<file path="src/rtl/reg_wb_arbiter_if.sv">
`default_nettype none
// ============================================================================
//  Module      : reg_wb_arbiter_if
//  Description : Writeback request, scoreboard and register-file write bundle
//                shared between the execute/memory stages, decode and the
//                register-file writeback arbiter.
//  Revision    : 1.0  initial release
// ============================================================================
interface reg_wb_arbiter_if;
    // Port 0: ALU writeback
    logic        req0_valid;
    logic [4:0]  req0_addr;
    logic [31:0] req0_data;
    logic        req0_ready;
    // Port 1: load-data writeback
    logic        req1_valid;
    logic [4:0]  req1_addr;
    logic [31:0] req1_data;
    logic        req1_ready;
    // Decode issue and hazard query
    logic        issue_valid;
    logic [4:0]  issue_addr;
    logic [4:0]  chk_addrA;
    logic [4:0]  chk_addrB;
    logic        busyA;
    logic        busyB;
    // Register-file write port
    logic        wr_en;
    logic [4:0]  wr_addr;
    logic [31:0] wr_data;

    // Arbiter side
    modport slave (
        input  req0_valid, req0_addr, req0_data,
        output req0_ready,
        input  req1_valid, req1_addr, req1_data,
        output req1_ready,
        input  issue_valid, issue_addr, chk_addrA, chk_addrB,
        output busyA, busyB,
        output wr_en, wr_addr, wr_data
    );

    // Requester / decode / register-file side
    modport master (
        output req0_valid, req0_addr, req0_data,
        input  req0_ready,
        output req1_valid, req1_addr, req1_data,
        input  req1_ready,
        output issue_valid, issue_addr, chk_addrA, chk_addrB,
        input  busyA, busyB,
        input  wr_en, wr_addr, wr_data
    );
endinterface
`default_nettype wire

</file>
<file path="src/rtl/reg_wb_arbiter.sv">
`default_nettype none
// ============================================================================
//  Module      : reg_wb_arbiter
//  Description : Two-port writeback arbiter for the 32x32 register file with a
//                registered write stage and a per-register busy scoreboard.
//                Port 0 = ALU result, port 1 = load data.
//  Revision    : 1.0  initial release
// ============================================================================
module reg_wb_arbiter #(
    parameter int RR_EN   = 1,  // 1 = round-robin, 0 = fixed priority
    parameter int FIX_PRI = 1   // favoured port when RR_EN = 0
) (
    input  wire logic         clk,
    input  wire logic         rst,   // synchronous, active-low
    reg_wb_arbiter_if.slave   bus
);

    logic        rr_ptr_q, rr_ptr_d;
    logic        wr_en_q, wr_en_d;
    logic [4:0]  wr_addr_q, wr_addr_d;
    logic [31:0] wr_data_q, wr_data_d;
    logic [31:0] busy_q, busy_d;

    logic        w_pick;   // port that wins when both are valid
    logic        w_gnt0;
    logic        w_gnt1;

    // Contention winner: pointer in round-robin mode, fixed port otherwise
    generate
        if (RR_EN != 0) begin : g_rr
            assign w_pick = rr_ptr_q;
        end else begin : g_fix
            assign w_pick = (FIX_PRI != 0);
        end
    endgenerate

    // Grants are combinational and suppressed while reset is asserted
    always_comb begin
        w_gnt0 = 1'b0;
        w_gnt1 = 1'b0;
        if (rst) begin
            w_gnt0 = bus.req0_valid && (!bus.req1_valid || (w_pick == 1'b0));
            w_gnt1 = bus.req1_valid && (!bus.req0_valid || (w_pick == 1'b1));
        end
    end

    assign bus.req0_ready = w_gnt0;
    assign bus.req1_ready = w_gnt1;

    // Next-state for pointer, write stage and scoreboard
    always_comb begin
        rr_ptr_d  = rr_ptr_q;
        wr_en_d   = 1'b0;
        wr_addr_d = wr_addr_q;
        wr_data_d = wr_data_q;
        busy_d    = busy_q;

        // After any transfer the other port becomes favoured
        if (w_gnt0) begin
            rr_ptr_d  = 1'b1;
            wr_addr_d = bus.req0_addr;
            wr_data_d = bus.req0_data;
            wr_en_d   = (bus.req0_addr != 5'd0);  // r0 writes are swallowed
        end else if (w_gnt1) begin
            rr_ptr_d  = 1'b0;
            wr_addr_d = bus.req1_addr;
            wr_data_d = bus.req1_data;
            wr_en_d   = (bus.req1_addr != 5'd0);
        end

        // Clear on commit first so a same-edge issue to that register wins
        if (wr_en_q) begin
            busy_d[wr_addr_q] = 1'b0;
        end
        if (bus.issue_valid && (bus.issue_addr != 5'd0)) begin
            busy_d[bus.issue_addr] = 1'b1;
        end
        busy_d[0] = 1'b0;
    end

    // State registers with synchronous active-low reset
    always_ff @(posedge clk) begin
        if (!rst) begin
            rr_ptr_q  <= 1'b0;
            wr_en_q   <= 1'b0;
            wr_addr_q <= 5'd0;
            wr_data_q <= 32'd0;
            busy_q    <= 32'd0;
        end else begin
            rr_ptr_q  <= rr_ptr_d;
            wr_en_q   <= wr_en_d;
            wr_addr_q <= wr_addr_d;
            wr_data_q <= wr_data_d;
            busy_q    <= busy_d;
        end
    end

    assign bus.wr_en   = wr_en_q;
    assign bus.wr_addr = wr_addr_q;
    assign bus.wr_data = wr_data_q;

    // Hazard lookups have no bypass of in-flight data
    assign bus.busyA = busy_q[bus.chk_addrA];
    assign bus.busyB = busy_q[bus.chk_addrB];

endmodule
`default_nettype wire

</file>
<file path="src/flat_wrapper.sv">
// flat-port wrapper written by rule: the top's interface ports become plain ports
module reg_wb_arbiter_flat 
#(
    parameter int RR_EN   = 1,                                        
    parameter int FIX_PRI = 1                                  
)
  (clk, rst, bus_req0_valid, bus_req0_addr, bus_req0_data, bus_req0_ready, bus_req1_valid, bus_req1_addr, bus_req1_data, bus_req1_ready, bus_issue_valid, bus_issue_addr, bus_chk_addrA, bus_chk_addrB, bus_busyA, bus_busyB, bus_wr_en, bus_wr_addr, bus_wr_data);
  reg_wb_arbiter_if bus_i ();
  input  wire logic clk;
  input  wire logic rst;
  input wire logic [$bits(bus_i.req0_valid)-1:0] bus_req0_valid;
  input wire logic [$bits(bus_i.req0_addr)-1:0] bus_req0_addr;
  input wire logic [$bits(bus_i.req0_data)-1:0] bus_req0_data;
  output wire logic [$bits(bus_i.req0_ready)-1:0] bus_req0_ready;
  input wire logic [$bits(bus_i.req1_valid)-1:0] bus_req1_valid;
  input wire logic [$bits(bus_i.req1_addr)-1:0] bus_req1_addr;
  input wire logic [$bits(bus_i.req1_data)-1:0] bus_req1_data;
  output wire logic [$bits(bus_i.req1_ready)-1:0] bus_req1_ready;
  input wire logic [$bits(bus_i.issue_valid)-1:0] bus_issue_valid;
  input wire logic [$bits(bus_i.issue_addr)-1:0] bus_issue_addr;
  input wire logic [$bits(bus_i.chk_addrA)-1:0] bus_chk_addrA;
  input wire logic [$bits(bus_i.chk_addrB)-1:0] bus_chk_addrB;
  output wire logic [$bits(bus_i.busyA)-1:0] bus_busyA;
  output wire logic [$bits(bus_i.busyB)-1:0] bus_busyB;
  output wire logic [$bits(bus_i.wr_en)-1:0] bus_wr_en;
  output wire logic [$bits(bus_i.wr_addr)-1:0] bus_wr_addr;
  output wire logic [$bits(bus_i.wr_data)-1:0] bus_wr_data;
  assign bus_i.req0_valid = bus_req0_valid;
  assign bus_i.req0_addr = bus_req0_addr;
  assign bus_i.req0_data = bus_req0_data;
  assign bus_req0_ready = bus_i.req0_ready;
  assign bus_i.req1_valid = bus_req1_valid;
  assign bus_i.req1_addr = bus_req1_addr;
  assign bus_i.req1_data = bus_req1_data;
  assign bus_req1_ready = bus_i.req1_ready;
  assign bus_i.issue_valid = bus_issue_valid;
  assign bus_i.issue_addr = bus_issue_addr;
  assign bus_i.chk_addrA = bus_chk_addrA;
  assign bus_i.chk_addrB = bus_chk_addrB;
  assign bus_busyA = bus_i.busyA;
  assign bus_busyB = bus_i.busyB;
  assign bus_wr_en = bus_i.wr_en;
  assign bus_wr_addr = bus_i.wr_addr;
  assign bus_wr_data = bus_i.wr_data;
  reg_wb_arbiter #(.RR_EN(RR_EN), .FIX_PRI(FIX_PRI)) u_core (.clk(clk), .rst(rst), .bus(bus_i));
endmodule
</file>
<file path="config.mk">
export PLATFORM = sky130hd
export DESIGN_NAME = reg_wb_arbiter_flat
export DESIGN_NICKNAME = d
export VERILOG_FILES = /design/src/rtl/reg_wb_arbiter_if.sv /design/src/rtl/reg_wb_arbiter.sv /design/src/flat_wrapper.sv
export SDC_FILE = /design/constraint.sdc
export NUM_CORES = 1
export LEC_CHECK = 0
export BUFFER_PORTS_ARGS = -buffer_cell sky130_fd_sc_hd__buf_2
export CAP_MARGIN = 20
export CORE_MARGIN = 10
export CORE_UTILIZATION = 50
export DETAILED_ROUTE_END_ITERATION = 7
export PLACE_DENSITY = 0.81
export RECOVER_POWER = 100
export SETUP_SLACK_MARGIN = 0.3
export SLEW_MARGIN = 20
export SYNTH_ARGS = -nofsm -noshare
export SYNTH_HDL_FRONTEND = slang
export SYNTH_SLANG_ARGS = --single-unit
</file>
<file path="constraint.sdc">
create_clock -name clk -period 2.5 [get_ports clk]
set_clock_uncertainty 0.2 [all_clocks]
set_input_delay 0.125 -clock clk [delete_from_list [all_inputs] [get_ports clk]]
set_output_delay 0.125 -clock clk [all_outputs]
set_load 0.02 [all_outputs]
</file>
Word level (Yosys, flattened, before mapping) --
Index checks and enable logic that the tools add are counted.
Operators by class: reduce and logical (&&, ||, !) cells 13, multiplexer cells 20, bitwise gates (word level) 4, order comparisons 6
Operators by type and width (number):
- 32-bit two-way mux | 4
- 32-bit bitwise AND | 1
- 32-bit inverter | 1
- 32-bit bitwise OR | 1
- 5-bit by 6-bit < comparator with 1-bit output, second input constant | 4
- 5-bit nonzero test | 3
- 1-bit binary-select mux with 5-bit select | 2
- 1-bit demux with 5-bit select | 2
- 5-bit by 1-bit greater-or-equal comparator with 1-bit output, second input constant | 2
- 1-bit two-way mux | 10
- 5-bit two-way mux | 2
- 1-bit logical AND | 5
- 1-bit logical NOT | 2
- 1-bit logical OR | 2
- 2-bit nonzero test | 1
- 1-bit inverter | 1
Storage, ports and cells: word-level logic and storage cells 49, bits of input ports 94, register bits after elaboration 71, output and inout port bits 42

Depth between registers and ports, before layout --
depth after elaboration 9, gate-level depth with buffers 6, mapped depth without buffers 5

Worst setup path after synthesis --
Ideal clock, no wire load.
path type reg-to-reg, start point register u_core.wr_addr_q[3], in the netlist u_core.bus.wr_addr[3], end point register u_core.busy_q[11], arrival time 1.299 ns, required time 2.168 ns, clock period less this slack 1.632 ns, stages on the path, launching flop included 5, setup slack 0.868 ns, path buffers 1, library setup time 0.132 ns, path through dfxtp_1 > buf_2 > or3b_2 > o21ai_0 > a21oi_1
Between the ends: cells in the longest elaborated chain, start to end 9, elaborated cells between the ends (all ways) 10, classes of those cells 2 x order compare; 4 x mux; 3 x bitwise; 1 x reduce/logical
Ends and longest elaborated chain:
- from (decl) | line reg_wb_arbiter.sv:20 | logic [4:0] wr_addr_q, wr_addr_d;
- from (signal assigned) | line reg_wb_arbiter.sv:92 | wr_addr_q <= wr_addr_d;
- 5-bit by 6-bit < comparator with 1-bit output (not written as such) / 5-bit by 1-bit greater-or-equal comparator with 1-bit output (equally long branches) | line reg_wb_arbiter.sv:73 | busy_d[wr_addr_q] = 1'b0;
- 1-bit logical AND (not written as such) | line reg_wb_arbiter.sv:73
- 1-bit two-way mux (not written as such) | line reg_wb_arbiter.sv:73
- 1-bit demux with 5-bit select *
- 32-bit inverter (no line) *
- 32-bit bitwise AND (no line) *
- 32-bit two-way mux * | line reg_wb_arbiter.sv:72 | if (wr_en_q) begin
- 32-bit bitwise OR (no line)
- 32-bit two-way mux * | line reg_wb_arbiter.sv:75 | if (bus.issue_valid && (bus.issue_addr != 5'd0)) begin
- to (signal assigned) | line reg_wb_arbiter.sv:94 | busy_q <= busy_d;
- to (decl) | line reg_wb_arbiter.sv:22 | logic [31:0] busy_q, busy_d;
Every way passes the cells marked *; elsewhere a longest branch is shown, timed or not. A chain may end at the register's enable or synchronous reset.

Worst setup path in the final report --
start point input bus_req0_valid, end point register u_core.wr_data_q[28], in the netlist u_core.bus.wr_data[28]
Between the ends: cells in the longest elaborated chain, start to end 5, elaborated cells between the ends (all ways) 8, classes of those cells 3 x mux; 5 x reduce/logical
Ends and longest elaborated chain:
- from (decl) | line flat_wrapper.sv:11 | input wire logic [$bits(bus_i.req0_valid)-1:0] bus_req0_valid;
- 1-bit logical NOT | line reg_wb_arbiter.sv:43 | w_gnt1 = bus.req1_valid && (!bus.req0_valid || (w_pick == 1'b1));
- 1-bit logical OR | line reg_wb_arbiter.sv:43
- 1-bit logical AND | line reg_wb_arbiter.sv:43
- 1-bit two-way mux | line reg_wb_arbiter.sv:41 | if (rst) begin
- 2-bit nonzero test (no line)
- to (signal assigned) | line reg_wb_arbiter.sv:93 | wr_data_q <= wr_data_d;
- to (decl) | line reg_wb_arbiter.sv:21 | logic [31:0] wr_data_q, wr_data_d;
Parallel ways exist; a longest one is shown, timed or not.

==> impl_metrics.json <==
{
  "outcome": "finished clean",
  "core_area_um2": 6870,
  "timing.rr.start": "u_core.rr_ptr_q",
  "yosysTopAreaCellShare": 0.394,
  "yosys_register_bits": 70,
  "r2r-end": "u_core.bus.wr_data[28]",
  "synthesis.area_um2": 3560,
  "synthCells": 449,
  "p_per_area_nw_per_um2": 550,
  "rsz0062_at_grt": "false",
  "path_clk_slew_ns": 0.08,
  "cts_buffers": 9,
  "vdd.ir_drop.worst_uv": 328,
  "cp.required_ns": 2.52,
  "cts_root_buffer": "clkbuf_8",
  "ys.flop_type": "dfxtp_1",
  "antenna_found_initial": 2,
  "crit_path_start_kind": "primary input",
  "clock_latency_ns": 0.35,
  "worstSetupPathType": "primary input to flip-flop",
  "async_flop_share": 0,
  "place.gp.congestion": 0.873,
  "min_period_ns": 2.40,
  "place_ws_ns": 0.695,
  "yosys-top-cells-count": "nand2_1 (104), dfxtp_1 (70), a21oi_1 (41), nor2_1 (41), o21ai_0 (33)",
  "yosysTopAreaCell": "dfxtp_1",
  "yosysUniqueCellTypes": 36,
  "synth_enable_flop_cells": 0,
  "rrSetupSlack_ns": 0.25,
  "cp_max_fo": 36,
  "drt-vias-per-instance": 6.20,
  "io_buffers": 135,
  "track_usage": 0.280,
  "grt_pass1_wl_mm": 25.3,
  "area.growth.synth_to_final_pct": 47.0,
  "ioPinCount": 136,
  "hold_class": "primary input to flip-flop",
  "ys_warn_count": 0,
  "drt_iter0_drc": 464,
  "grt_max_degree": 63,
  "fin_tns_setup_ns": 0,
  "final_antenna_net_count": 0,
  "setup_violations": 0,
  "whs_path_depth": 4,
  "ys_top_cells_by_area": "dfxtp_1 (39%), nand2_1 (11%), a311oi_1 (7.9%)",
  "die_area_um2": 10900,
  "dp_hpwl_mm": 8.64,
  "yosysMostFrequentCell": "nand2_1",
  "leakagePower_nw": 2.07,
  "crit_path_end_kind": "flip-flop",
  "gr-total-overflow": 0,
  "timing.fmax_mhz": 417,
  "grt_pass1_vias": 4859,
  "syn-num-nets": 543,
  "fillers": 481,
  "die_h_um": 104,
  "max_slew.worst_pin.slew_ns": 0.780,
  "wl_per_cell_um": 21.5,
  "start_util": 0.518,
  "finalPower_mw": 2.88,
  "fin_area_um2": 5230,
  "worstHoldStart": "bus_issue_addr[0]",
  "cp_slowest_cell": "clkbuf_2",
  "crit_chain": "dlygate4sd3_1 -> buf_2 -> nand2b_4 -> nand3_4 -> clkbuf_2 -> nand2_1 -> a311oi_1",
  "wl_mm": 16.2,
  "clock_sinks": 70,
  "cap_violations": 0,
  "cts_tree": "done",
  "vias": 4667,
  "layout_setup_ws_ns": 0.104,
  "fin_cells": 753,
  "drc_errors": 0,
  "die_width_um": 104,
  "critPathMaxStageDelay_ns": 0.61,
  "dp.cells": 654,
  "h-tree-depth": 3,
  "syn_area_per_cell_um2": 7.93,
  "first_pass_iters": 5,
  "hold_path_end": "u_core.busy_q[10]",
  "worst_ep_arrival_time_ns": 2.41,
  "cts_buffer_depth": 2,
  "yosysSeqAreaShare": 0.394,
  "hold_viol_final": 0,
  "rows": 30,
  "period_share": 0.959,
  "finalMaxSlewViolations": 0,
  "slew_headroom": 0.480,
  "post_cts_buffers": 0,
  "worstRegToRegCells": 5,
  "nNetsFinal": 744,
  "place_area_um2": 4250,
  "drive_gt1_frac": 0.192
}
==> timing repair <==
action                                  CTS  global route
hold endpoints to repair                 39             0
resized for setup                         0             3
endpoints found under the setup margin    0             2
hold buffers                             81             0
==> per-layer routing <==
metal | global-route usage | part of all wire | wire, um | vias to the layer above
met5 | 0 | 0 | 0 | -
met4 | 0.159 | 0.063 | 1030 | 0
met3 | 0.117 | 0.13 | 2160 | 107
met2 | 0.448 | 0.46 | 7440 | 423
met1 | 0.306 | 0.34 | 5550 | 2120
li1 | - | - | - | 2017
==> stage by stage <==
stage | util | hold slack (ns)
2_1_floorplan | - | 0.0662
3_3_place_gp | 0.619 | 0.187
3_5_place_dp | 0.619 | 0.192
4_1_cts | 0.769 | 0.00147
5_1_grt | 0.762 | 0.0414
6_report | 0.762 | 0.0238
==> cells by family (layout without fill, tap and decap cells) <==
| logic type | Yosys count | after routing | synth area share |
|---|---|---|---|
| buf+inv | 35 | 241 | 0.0474 |
| other cells | 0 | 2 | 0 |
| compound gates | 124 | 124 | 0.221 |
| simple gates | 196 | 196 | 0.250 |
| flops | 70 | 70 | 0.394 |
| mux | 24 | 24 | 0.0886 |
==> final cells by class <==
type | count | area (um2) | share of cell area
Inverter | 4 | 15.0 | 0.00287
Clock inverter | 4 | 70.1 | 0.0134
Sequential cell | 70 | 1400 | 0.268
Antenna cell | 2 | 5.00 | 0.000956
Tap cell | 96 | 120 | 0.0230
Multi-Input combinational cell | 344 | 1990 | 0.381
Timing Repair Buffer | 221 | 1480 | 0.284
Clock buffer | 12 | 145 | 0.0277
==> sequential cells by signal, summed over array words and instances, names as in the netlist <==
register / cells
u_core.bus.wr_addr: 5
u_core.busy_q: 31
u_core.bus.wr_en: 1
u_core.rr_ptr_q: 1
u_core.bus.wr_data: 32
==> worst max-delay path: cells and delay by family <==
| family | cells | cell delay (ns) |
|---|---|---|
| buffers and inverters | 3 | 1.41 |
| AO/OA/AOI/OAI | 1 | 0.44 |
| AND/OR/NAND/NOR | 3 | 0.43 |
==> report_power, final <==
group,internal (mW),switching (mW)
combinational,0.258,0.367
clock,0.587,0.433
sequential,1.17,0.0556
total,2.02,0.856
==> cell usage in the layout (no fill, tap or decap), types with 3 or more instances in the layout <==
master	n
nand2_1	103
buf_2	95
dlygate4sd3_1	81
dfxtp_1	70
clkbuf_1	42
nor2_1	41
a21oi_1	41
o21ai_0	33
a311oi_1	32
mux2i_1	18
nand3_1	13
clkbuf_8	10
a22oi_1	7
mux4_2	6
nor2b_1	6
nand2b_1	5
nand3b_1	5
a211oi_1	4
nor3b_1	4
nor3_1	3
and3b_1	3
buf_4	3
==> how the worst max path moves through the flow <==
stage                          startpoint                endpoint  slack, ns
global placement          u_core.rr_ptr_q  u_core.bus.wr_data[20]       0.76
detailed placement        u_core.rr_ptr_q   u_core.bus.wr_data[3]       0.70
CTS                        bus_req0_valid          bus_req1_ready       0.40
finish                     bus_req0_valid  u_core.bus.wr_data[28]       0.10
floorplan           u_core.bus.wr_addr[3]       u_core.busy_q[11]       0.87
global route               bus_req0_valid  u_core.bus.wr_data[28]       0.09
Power figures use the tool's default switching activity.
